### src/rtl/bus_ctrl_if.sv
// Bus controller interface: groups the per-core request/response signals,
// the coherence snoop signals and the single-port RAM signals.
//   slave  : view taken by bus_ctrl (takes core requests, drives the RAM)
//   master : view taken by the cores/RAM side (testbench)
// Per-core vectors are indexed by core number (0 or 1); words are 32 bits.
// ramstate: 0 FREE, 1 BUSY, 2 ACCESS (complete this cycle), 3 ERROR.
interface bus_ctrl_if;
  // core -> controller
  logic [1:0]       iREN;
  logic [1:0][31:0] iaddr;
  logic [1:0]       dREN;
  logic [1:0]       dWEN;
  logic [1:0][31:0] daddr;
  logic [1:0][31:0] dstore;
  logic [1:0]       cctrans;
  logic [1:0]       ccwrite;
  // controller -> core
  logic [1:0]       iwait;
  logic [1:0]       dwait;
  logic [1:0][31:0] iload;
  logic [1:0][31:0] dload;
  logic [1:0]       ccwait;
  logic [1:0]       ccinv;
  logic [1:0][31:0] ccsnoopaddr;
  // controller <-> RAM
  logic             ramREN;
  logic             ramWEN;
  logic [31:0]      ramaddr;
  logic [31:0]      ramstore;
  logic [31:0]      ramload;
  logic [1:0]       ramstate;

  modport slave (
    input  iREN, iaddr, dREN, dWEN, daddr, dstore, cctrans, ccwrite, ramload, ramstate,
    output iwait, dwait, iload, dload, ccwait, ccinv, ccsnoopaddr,
           ramREN, ramWEN, ramaddr, ramstore
  );

  modport master (
    output iREN, iaddr, dREN, dWEN, daddr, dstore, cctrans, ccwrite, ramload, ramstate,
    input  iwait, dwait, iload, dload, ccwait, ccinv, ccsnoopaddr,
           ramREN, ramWEN, ramaddr, ramstore
  );
endinterface

### src/rtl/bus_ctrl.sv
// Two-core coherent bus controller in front of a single-port RAM.
// Arbitrates data requests (priority) and instruction fetches between two cores,
// runs snoop / invalidate / cache-to-cache writeback sequences and RAM loads/stores.
// Ports:
//   CLK  : clock, rising edge
//   nRST : asynchronous active-low reset
//   bus  : bus_ctrl_if.slave (core requests, snoop signals, RAM strobes)
module bus_ctrl (
  input logic        CLK,
  input logic        nRST,
  bus_ctrl_if.slave  bus
);

  typedef enum logic [3:0] {
    StIdle, StInv, StSnoop, StLd1, StLd2, StCcwb1, StCcwb2, StWb, StIf
  } state_t;

  localparam logic [1:0] RamAccess = 2'd2;

  state_t      state_q;
  logic        req_q;     // granted core
  logic [31:0] addr_q;    // daddr of the granted core, used as snoop address
  logic        ccw_q;     // ccwrite of the granted core at grant time
  logic        d_rr_q;    // data round-robin pointer
  logic        i_rr_q;    // instruction round-robin pointer

  logic        other;
  logic        ram_access;
  logic [1:0]  dreq;
  logic [1:0]  ireq;
  logic        d_pick;
  logic        i_pick;

  assign other      = ~req_q;
  assign ram_access = (bus.ramstate == RamAccess);

  // A bare cctrans&ccwrite (upgrade to modified) is a data request too.
  always_comb begin
    dreq   = bus.dREN | bus.dWEN | (bus.cctrans & bus.ccwrite);
    ireq   = bus.iREN;
    d_pick = (dreq == 2'b11) ? d_rr_q : dreq[1];
    i_pick = (ireq == 2'b11) ? i_rr_q : ireq[1];
  end

  always_ff @(posedge CLK or negedge nRST) begin
    if (!nRST) begin
      state_q <= StIdle;
      req_q   <= 1'b0;
      addr_q  <= '0;
      ccw_q   <= 1'b0;
      d_rr_q  <= 1'b0;
      i_rr_q  <= 1'b0;
    end else begin
      unique case (state_q)
        StIdle: begin
          if (|dreq) begin
            req_q  <= d_pick;
            addr_q <= bus.daddr[d_pick];
            ccw_q  <= bus.ccwrite[d_pick];
            d_rr_q <= ~d_rr_q;
            if (bus.dREN[d_pick]) begin
              state_q <= bus.cctrans[d_pick] ? StSnoop : StLd1;
            end else if (bus.dWEN[d_pick]) begin
              state_q <= StWb;
            end else begin
              state_q <= StInv;
            end
          end else if (|ireq) begin
            req_q   <= i_pick;
            i_rr_q  <= ~i_rr_q;
            state_q <= StIf;
          end
        end
        StInv:   state_q <= StIdle;
        // The snooped core answers within the snoop cycle: dirty -> it supplies the line.
        StSnoop: state_q <= (bus.cctrans[other] & bus.ccwrite[other]) ? StCcwb1 : StLd1;
        StLd1:   if (ram_access) state_q <= StLd2;
        StLd2:   if (ram_access) state_q <= StIdle;
        StCcwb1: if (ram_access) state_q <= StCcwb2;
        StCcwb2: if (ram_access) state_q <= StIdle;
        // Stay while the core keeps streaming writes.
        StWb:    if (!ram_access && !bus.dWEN[req_q]) state_q <= StIdle;
        StIf:    if (ram_access) state_q <= StIdle;
        default: state_q <= StIdle;
      endcase
    end
  end

  // Outputs decode from the state register and ramstate so a core sees its wait drop
  // in the same cycle the RAM reports ACCESS; reset forces IDLE and thus the defaults.
  always_comb begin
    bus.iwait       = 2'b11;
    bus.dwait       = 2'b11;
    bus.iload       = '0;
    bus.dload       = '0;
    bus.ccwait      = 2'b00;
    bus.ccinv       = 2'b00;
    bus.ccsnoopaddr = '0;
    bus.ramREN      = 1'b0;
    bus.ramWEN      = 1'b0;
    bus.ramaddr     = '0;
    bus.ramstore    = '0;
    unique case (state_q)
      StInv: begin
        bus.ccwait[other]      = 1'b1;
        bus.ccinv[other]       = 1'b1;
        bus.ccsnoopaddr[other] = addr_q;
      end
      StSnoop: begin
        bus.ccwait[other]      = 1'b1;
        bus.ccinv[other]       = ccw_q;
        bus.ccsnoopaddr[other] = addr_q;
      end
      StLd1, StLd2: begin
        bus.ramREN         = 1'b1;
        bus.ramaddr        = bus.daddr[req_q];
        bus.dload[req_q]   = bus.ramload;
        if (ram_access) bus.dwait[req_q] = 1'b0;
      end
      // Dirty line goes to RAM and straight to the requester in one transfer.
      StCcwb1, StCcwb2: begin
        bus.ccwait[other]  = 1'b1;
        bus.ramWEN         = 1'b1;
        bus.ramaddr        = bus.daddr[other];
        bus.ramstore       = bus.dstore[other];
        bus.dload[req_q]   = bus.dstore[other];
        if (ram_access) begin
          bus.dwait[other] = 1'b0;
          bus.dwait[req_q] = 1'b0;
        end
      end
      StWb: begin
        bus.ramWEN         = 1'b1;
        bus.ramaddr        = bus.daddr[req_q];
        bus.ramstore       = bus.dstore[req_q];
        if (ram_access) bus.dwait[req_q] = 1'b0;
      end
      StIf: begin
        bus.ramREN         = 1'b1;
        bus.ramaddr        = bus.iaddr[req_q];
        bus.iload[req_q]   = bus.ramload;
        if (ram_access) bus.iwait[req_q] = 1'b0;
      end
      default: ;
    endcase
  end

endmodule

### src/flat_wrapper.sv
// flat-port wrapper written by rule: the top's interface ports become plain ports
module bus_ctrl_flat 
  (CLK, nRST, bus_iREN, bus_iaddr, bus_dREN, bus_dWEN, bus_daddr, bus_dstore, bus_cctrans, bus_ccwrite, bus_ramload, bus_ramstate, bus_iwait, bus_dwait, bus_iload, bus_dload, bus_ccwait, bus_ccinv, bus_ccsnoopaddr, bus_ramREN, bus_ramWEN, bus_ramaddr, bus_ramstore);
  bus_ctrl_if bus_i ();
  input logic CLK;
  input logic nRST;
  input wire logic [$bits(bus_i.iREN)-1:0] bus_iREN;
  input wire logic [$bits(bus_i.iaddr)-1:0] bus_iaddr;
  input wire logic [$bits(bus_i.dREN)-1:0] bus_dREN;
  input wire logic [$bits(bus_i.dWEN)-1:0] bus_dWEN;
  input wire logic [$bits(bus_i.daddr)-1:0] bus_daddr;
  input wire logic [$bits(bus_i.dstore)-1:0] bus_dstore;
  input wire logic [$bits(bus_i.cctrans)-1:0] bus_cctrans;
  input wire logic [$bits(bus_i.ccwrite)-1:0] bus_ccwrite;
  input wire logic [$bits(bus_i.ramload)-1:0] bus_ramload;
  input wire logic [$bits(bus_i.ramstate)-1:0] bus_ramstate;
  output wire logic [$bits(bus_i.iwait)-1:0] bus_iwait;
  output wire logic [$bits(bus_i.dwait)-1:0] bus_dwait;
  output wire logic [$bits(bus_i.iload)-1:0] bus_iload;
  output wire logic [$bits(bus_i.dload)-1:0] bus_dload;
  output wire logic [$bits(bus_i.ccwait)-1:0] bus_ccwait;
  output wire logic [$bits(bus_i.ccinv)-1:0] bus_ccinv;
  output wire logic [$bits(bus_i.ccsnoopaddr)-1:0] bus_ccsnoopaddr;
  output wire logic [$bits(bus_i.ramREN)-1:0] bus_ramREN;
  output wire logic [$bits(bus_i.ramWEN)-1:0] bus_ramWEN;
  output wire logic [$bits(bus_i.ramaddr)-1:0] bus_ramaddr;
  output wire logic [$bits(bus_i.ramstore)-1:0] bus_ramstore;
  assign bus_i.iREN = bus_iREN;
  assign bus_i.iaddr = bus_iaddr;
  assign bus_i.dREN = bus_dREN;
  assign bus_i.dWEN = bus_dWEN;
  assign bus_i.daddr = bus_daddr;
  assign bus_i.dstore = bus_dstore;
  assign bus_i.cctrans = bus_cctrans;
  assign bus_i.ccwrite = bus_ccwrite;
  assign bus_i.ramload = bus_ramload;
  assign bus_i.ramstate = bus_ramstate;
  assign bus_iwait = bus_i.iwait;
  assign bus_dwait = bus_i.dwait;
  assign bus_iload = bus_i.iload;
  assign bus_dload = bus_i.dload;
  assign bus_ccwait = bus_i.ccwait;
  assign bus_ccinv = bus_i.ccinv;
  assign bus_ccsnoopaddr = bus_i.ccsnoopaddr;
  assign bus_ramREN = bus_i.ramREN;
  assign bus_ramWEN = bus_i.ramWEN;
  assign bus_ramaddr = bus_i.ramaddr;
  assign bus_ramstore = bus_i.ramstore;
  bus_ctrl u_core (.CLK(CLK), .nRST(nRST), .bus(bus_i));
endmodule
### config.mk
export PLATFORM = sky130hd
export DESIGN_NAME = bus_ctrl_flat
export DESIGN_NICKNAME = d
export VERILOG_FILES = /design/src/rtl/bus_ctrl_if.sv /design/src/rtl/bus_ctrl.sv /design/src/flat_wrapper.sv
export SDC_FILE = /design/constraint.sdc
export NUM_CORES = 1
export LEC_CHECK = 0
export BUFFER_PORTS_ARGS = -buffer_cell sky130_fd_sc_hd__buf_2
export CAP_MARGIN = 20
export CORE_AREA = 4 4 191 193
export CTS_CLUSTER_DIAMETER = 200
export DETAILED_ROUTE_END_ITERATION = 10
export DIE_AREA = 0 0 195 197
export GPL_TIMING_DRIVEN = 0
export HOLD_SLACK_MARGIN = 0.03
export PLACE_DENSITY = 0.48
export SETUP_SLACK_MARGIN = 0.5
export SYNTH_ARGS = -nofsm -noshare
export SYNTH_HDL_FRONTEND = slang
export SYNTH_SLANG_ARGS = --single-unit
### constraint.sdc
create_clock -name CLK -period 4.65 [get_ports CLK]
set_input_delay 0.93 -clock CLK [delete_from_list [all_inputs] [get_ports CLK]]
set_output_delay 0.93 -clock CLK [all_outputs]
set_load 0.03 [all_outputs]
Word level (Yosys, flattened, before mapping)
Index checks and enable logic that the tools add are counted.
Word-level totals
  memories: 0
  register bits: 40
  bits in writable memories: 0
  logic and storage cells: 125
  latch bits: 0
  output and inout port bits: 266
  ROM bits: 0
Operators by class
  equality and inequality tests: 16
  $lt $le $gt $ge: 5
  $add $sub $neg: 0
  bitwise logic cells: 15
  divide/modulo/power cells: 0
  $mul: 0
  reduce and logical (&&, ||, !) cells: 21
  shifts and indexed selects: 0
  muxes and demuxes: 62
Operator list (count)
  2-to-1 mux 32 bit: 14
  AND 64 bit: 3
  2-to-1 mux 64 bit: 2
  one-hot mux 64 bit (2 select lines): 1
  one-hot mux 32 bit (3 select lines): 1
  demux 32 bit (select 1 bit): 2
  one-hot mux 32 bit (2 select lines): 1
  2-to-1 mux 4 bit: 7
  one-hot mux 4 bit (6 select lines): 1
  2-to-1 mux 1 bit: 23
  == test 4 x 3 -> 1 bit (second input constant): 4
  OR reduction 3 bit: 4
  OR reduction 2 bit: 5
  == test 4 x 2 -> 1 bit (second input constant): 2
  2-to-1 mux 2 bit: 4
  inequality test 2 x 1 -> 1 bit (second input constant): 4
  one-hot mux 2 bit (2 select lines): 2
  AND 2 bit: 3
  == test 2 bit (second input constant): 3
  less-than comparator 1 x 2 -> 1 bit (second input constant): 3
  2-to-1 mux 3 bit: 2
  AND reduction 5 bit: 1
  == test 4 x 1 -> 1 bit (second input constant): 1
  == test 4 bit (second input constant): 1
  other kinds (14): 25

Depth between registers and ports, before layout
  word-level depth: 10
  mapped depth: 8

Worst setup path after synthesis
OpenSTA, ideal clock, no wires.
  kind: register to output
  from: register u_core.req_q
  to: output bus_ccinv[1]
  slack: 1.618 ns
  required time: 3.720 ns
  cell stages (with the launch flop): 6
  arrival: 2.102 ns
  path buffers: 4
  cells stage by stage: dfrtp_1 > buf_2 > buf_2 > buf_1 > clkbuf_1 > nor4_1
Between the ends
  word-level cells in the longest chain between the ends: 7
  elaborated cells between the ends (all ways): 8
  those cells by class: order compare: 2; mux: 3; bitwise: 2; reduce/logical: 1
Ends and longest elaborated chain
  start, declared: RTL line bus_ctrl.sv:21  | logic req_q;
  start signal, assigned: RTL line bus_ctrl.sv:57  | req_q <= d_pick;
  start signal, assigned: RTL line bus_ctrl.sv:69  | req_q <= i_pick;
  NOT 1 bit *: RTL line bus_ctrl.sv:34  | assign other = ~req_q;
  less-than comparator 1 x 2 -> 1 bit (implied by the code) / greater-or-equal comparator 1 bit (equally long branches): RTL line bus_ctrl.sv:106, bus_ctrl.sv:111
  logical AND 1 bit (implied by the code): RTL line bus_ctrl.sv:106, bus_ctrl.sv:111
  2-to-1 mux 1 bit (implied by the code): RTL line bus_ctrl.sv:106, bus_ctrl.sv:111
  demux 1 bit (select 1 bit) *
  AND 2 bit (no source line)
  one-hot mux 2 bit (2 select lines) *: RTL line bus_ctrl.sv:103  | unique case (state_q)
  end, declared: RTL line flat_wrapper.sv:22  | output wire logic [$bits(bus_i.ccinv)-1:0] bus_ccinv;
Every way passes the cells marked *; elsewhere a longest branch is shown, timed or not.

Worst setup path in the final report
  from: register u_core.req_q
  to: output bus_ramstore[13]
Between the ends
  word-level cells in the longest chain between the ends: 3
  elaborated cells between the ends (all ways): 5
  those cells by class: mux: 5
Ends and longest elaborated chain
  2-to-1 mux 32 bit, on equally long branches (2 in series): RTL line bus_ctrl.sv:135, bus_ctrl.sv:125
  one-hot mux 32 bit (2 select lines) *: RTL line bus_ctrl.sv:103
  end, declared: RTL line flat_wrapper.sv:27  | output wire logic [$bits(bus_i.ramstore)-1:0] bus_ramstore;
Every way passes the cells marked *; elsewhere a longest branch is shown, timed or not. The select of a mux whose other input is x is not followed.

==> results.yml <==
worst_setup_path:
  critPathLaunchType: "flip-flop"
  max_stage_delay_ns: 0.54
  startpoint: "u_core.req_q"
  crit_path_end_kind: "primary output"
  cpMaxStageDelayCell: "clkbuf_1"
  regToRegEndpoint: "u_core.req_q"
  r2r_setup_slack_ns: 2.19
  critPathMostFrequentCell: "clkbuf_1"
  worstSetupPathType: "flip-flop to primary output"
  crit_chain: "buf_2 -> clkbuf_1 -> clkbuf_1 -> clkbuf_1 -> a221oi_1 -> nor2_1 -> buf_2"
  r2r.worst_path.cells: 6
  worst-path-max-fanout: 10
  cp.required_ns: 3.72
  cp.arrival_ns: 3.03
  r2r-start: "u_core.req_q"
global_route:
  grt_start_max_net_pins: 41
  overflow: 0
  track_usage_pct: 24.58
  grt_pass1_vias: 10190
  grt_pass1_wl_um: 72440
  antenna_found_initial: 13
drt:
  drtIter0Drc: 1210
  ant_nets: 0
  routedWlPerCell_um: 27.34
  post_drt_via_cell_ratio: 5.691
  wl_um: 51740
  remaining_drc_errors: 0
  vias: 10770
  dr.pass1.iters: 6
yosys:
  yosys.area.top_type: "dfrtp_1"
  synth-main-ff-cell: "dfrtp_1"
  synth.ff_latch_count: 40
  synth.net_count: 1153
  synth_top_area_share_pct: 14.45
  netlist_instances: 915
  yosys-top-cells-area: "dfrtp_1 14%, mux2i_1 9.5%, a221oi_1 9.1%"
  synth_cell_type_count: 60
  synthArstFlopShare_pct: 100.0
  yosys_warnings: 0
  synth_edf_count: 0
  syn_avg_cell_area_um2: 7.571
  synth_area_um2: 6928
  seq_area_frac_synth_pct: 14.45
floorplanning:
  dieHeight_um: 197
  row_count: 68
  start_util_pct: 20.06
  die_area_um2: 38420
  fp.dieW_um: 195
  core_region_area_um2: 34540
  ioPinCount: 504
power:
  p_int_w: 0.002456
  ir_drop_v: 0.0003774
  p_leak_nw: 5.562
  p_seq_share_pct: 9.7
  pwr-share-comb_pct: 84.9
  switching_power_w: 0.004244
  power_frac_clock_pct: 5.4
  powerDensity_nw_per_um2: 656.5
  swShare_pct: 63.34
clock_tree:
  cts_tree: "done"
  post_cts_buffers: 0
  cts_sinks: 40
  cts_buffer_depth: 2
  ctsHoldBuffers: 0
  cts-root-buf: "clkbuf_16"
  cts_buffers: 5
  insertion_delay_ns: 0.29
  htreeDepth: 2
  path_clk_slew_ns: 0.06
  cts_resized: 0
placed_design:
  place_ws_ns: 0.9251
  dp_hpwl_um: 41420
  gp_congestion: 1.007
  io_buffers: 503
final_layout:
  area_growth_pct: 47.32
  nets: 1664
  layout-drive-gt1-share_pct: 40.50
sta:
  rsz0062_at_grt: "no"
  tightestPinTransition_ns: 1.044
  hold_viol_final: 0
  setup_violations: 0
  max_clock_freq_mhz: 252.4
  maxSlewViolCount: 0
  finalCritPeriodShare_pct: 85.20
  post-route-min-period_ns: 3.962
  setup_ws_ns: 0.6884
  whs_ns: 0.4756
  tns_ns: 0
  finClkSkew_ns: 0.007251
  maxSlewHeadroom_pct: 30.43
status:
  outcome: "finished, final reports clean"
worst_hold_path:
  min_from: "u_core.i_rr_q"
  min_path_cells: 1
  hold_end: "u_core.i_rr_q"
  hold_path.class: "flip-flop to flip-flop"
job:
  drv_cap: 0
## cells in the mapped netlist, types with 28 or more instances
cell / count
o21ai_0: 37
a211oi_1: 29
nor2_1: 74
a21o_1: 31
mux2i_1: 66
o221a_1: 28
and3_1: 69
nand2_1: 33
a221oi_1: 72
a31oi_1: 30
a22o_1: 64
and2_1: 66
a222oi_1: 28
clkbuf_1: 66
dfrtp_1: 40
buf_2: 42
a21oi_1: 64
## power by group through the flow
| stage | Sequential [W] | Combinational [W] | Clock (W) |
|---|---|---|---|
| global route | 0.000677 | 0.00604 | 0.000394 |
| finish | 0.000651 | 0.00569 | 0.000364 |
| detailed placement | 0.000659 | 0.00565 | 0 |
| CTS | 0.000654 | 0.00567 | 0.000380 |
| floorplan | 0.000597 | 0.00371 | 0 |
| global placement | 0.000655 | 0.00563 | 0 |
## metrics by stage
step                total power [W]  std cells  utilization [%]  instance area (um2)
CTS                        0.006703       1881            29.42                10160
detailed placement         0.006308       1873            28.99                10010
floorplan                  0.004311        915                -                 6928
global placement           0.006281       1873            28.99                10010
finish                     0.006700       1892            29.55                10210
global route               0.007116       1887            29.51                10190
## cell usage in the layout, fill, tap and decap left out, drive strengths merged, types with 5 or more instances in the layout
cell | Yosys | routed
a211oi | 30 | 30
a21o | 31 | 31
a21oi | 66 | 66
a221oi | 72 | 72
a222oi | 28 | 28
a22o | 64 | 64
a31oi | 30 | 30
and2 | 66 | 66
and3 | 69 | 69
buf | 53 | 557
clkbuf | 66 | 74
dfrtp | 40 | 40
diode | 0 | 10
mux2i | 66 | 66
nand2 | 33 | 33
nor2 | 77 | 77
nor2b | 5 | 5
nor3b | 5 | 5
o21ai | 38 | 38
o221a | 28 | 28
or2 | 5 | 5
## state kept, by name, indices dropped and copies added, names as in the netlist
| name | flops |
|---|---|
| u_core.addr_q | 32 |
| u_core.state_q | 4 |
| u_core.ccw_q | 1 |
| u_core.d_rr_q | 1 |
| u_core.i_rr_q | 1 |
| u_core.req_q | 1 |
## worst max-delay path, delay by kind of cell, from the launching register on
family | cells | cell delay, ns
AO/OA/AOI/OAI | 1 | 0.10
buffers and inverters | 5 | 1.98
AND/OR/NAND/NOR | 1 | 0.35
flip-flops | 1 | 0.31
## how the worst max path moves through the flow
stage	end	slack (ns)
after floorplan	bus_ccinv[1]	1.62
after global placement	bus_ccsnoopaddr[51]	0.87
after detailed placement	bus_ccsnoopaddr[49]	0.93
after CTS	bus_ccsnoopaddr[49]	0.54
after global routing	bus_ramstore[28]	0.51
final	bus_ramstore[13]	0.69
## cell families (layout without fill, tap and decap cells)
kind of cell | Yosys count | count (layout) | share of synthesized area (%)
XOR/XNOR | 5 | 5 | 0.6322
buffers and inverters | 121 | 633 | 8.019
AO/OA/AOI/OAI | 406 | 406 | 45.08
flip-flops | 40 | 40 | 14.45
AND/OR/NAND/NOR | 275 | 275 | 21.96
multiplexers | 68 | 68 | 9.861
other | 0 | 10 | 0
## cell type report
class / instances / area (um2)
repair buffers: 504 / 2537
multi-input cells: 754 / 5371
diodes: 10 / 25.02
clock buffers: 8 / 146.4
inverters: 2 / 7.507
well taps: 455 / 569.3
flip-flops and latches: 40 / 1001
fillers: 3923 / 24340
plain buffers: 119 / 548.0
## per-layer routing
layer	GRT usage [%]	vias to the layer above	wire, um
met2	37.35	747	22930
met3	6.547	64	5471
met1	35.26	5269	22430
met4	4.706	2	877
li1	-	4686	-
met5	0	-	20
Note: power is estimated with default switching activity, not from simulation.
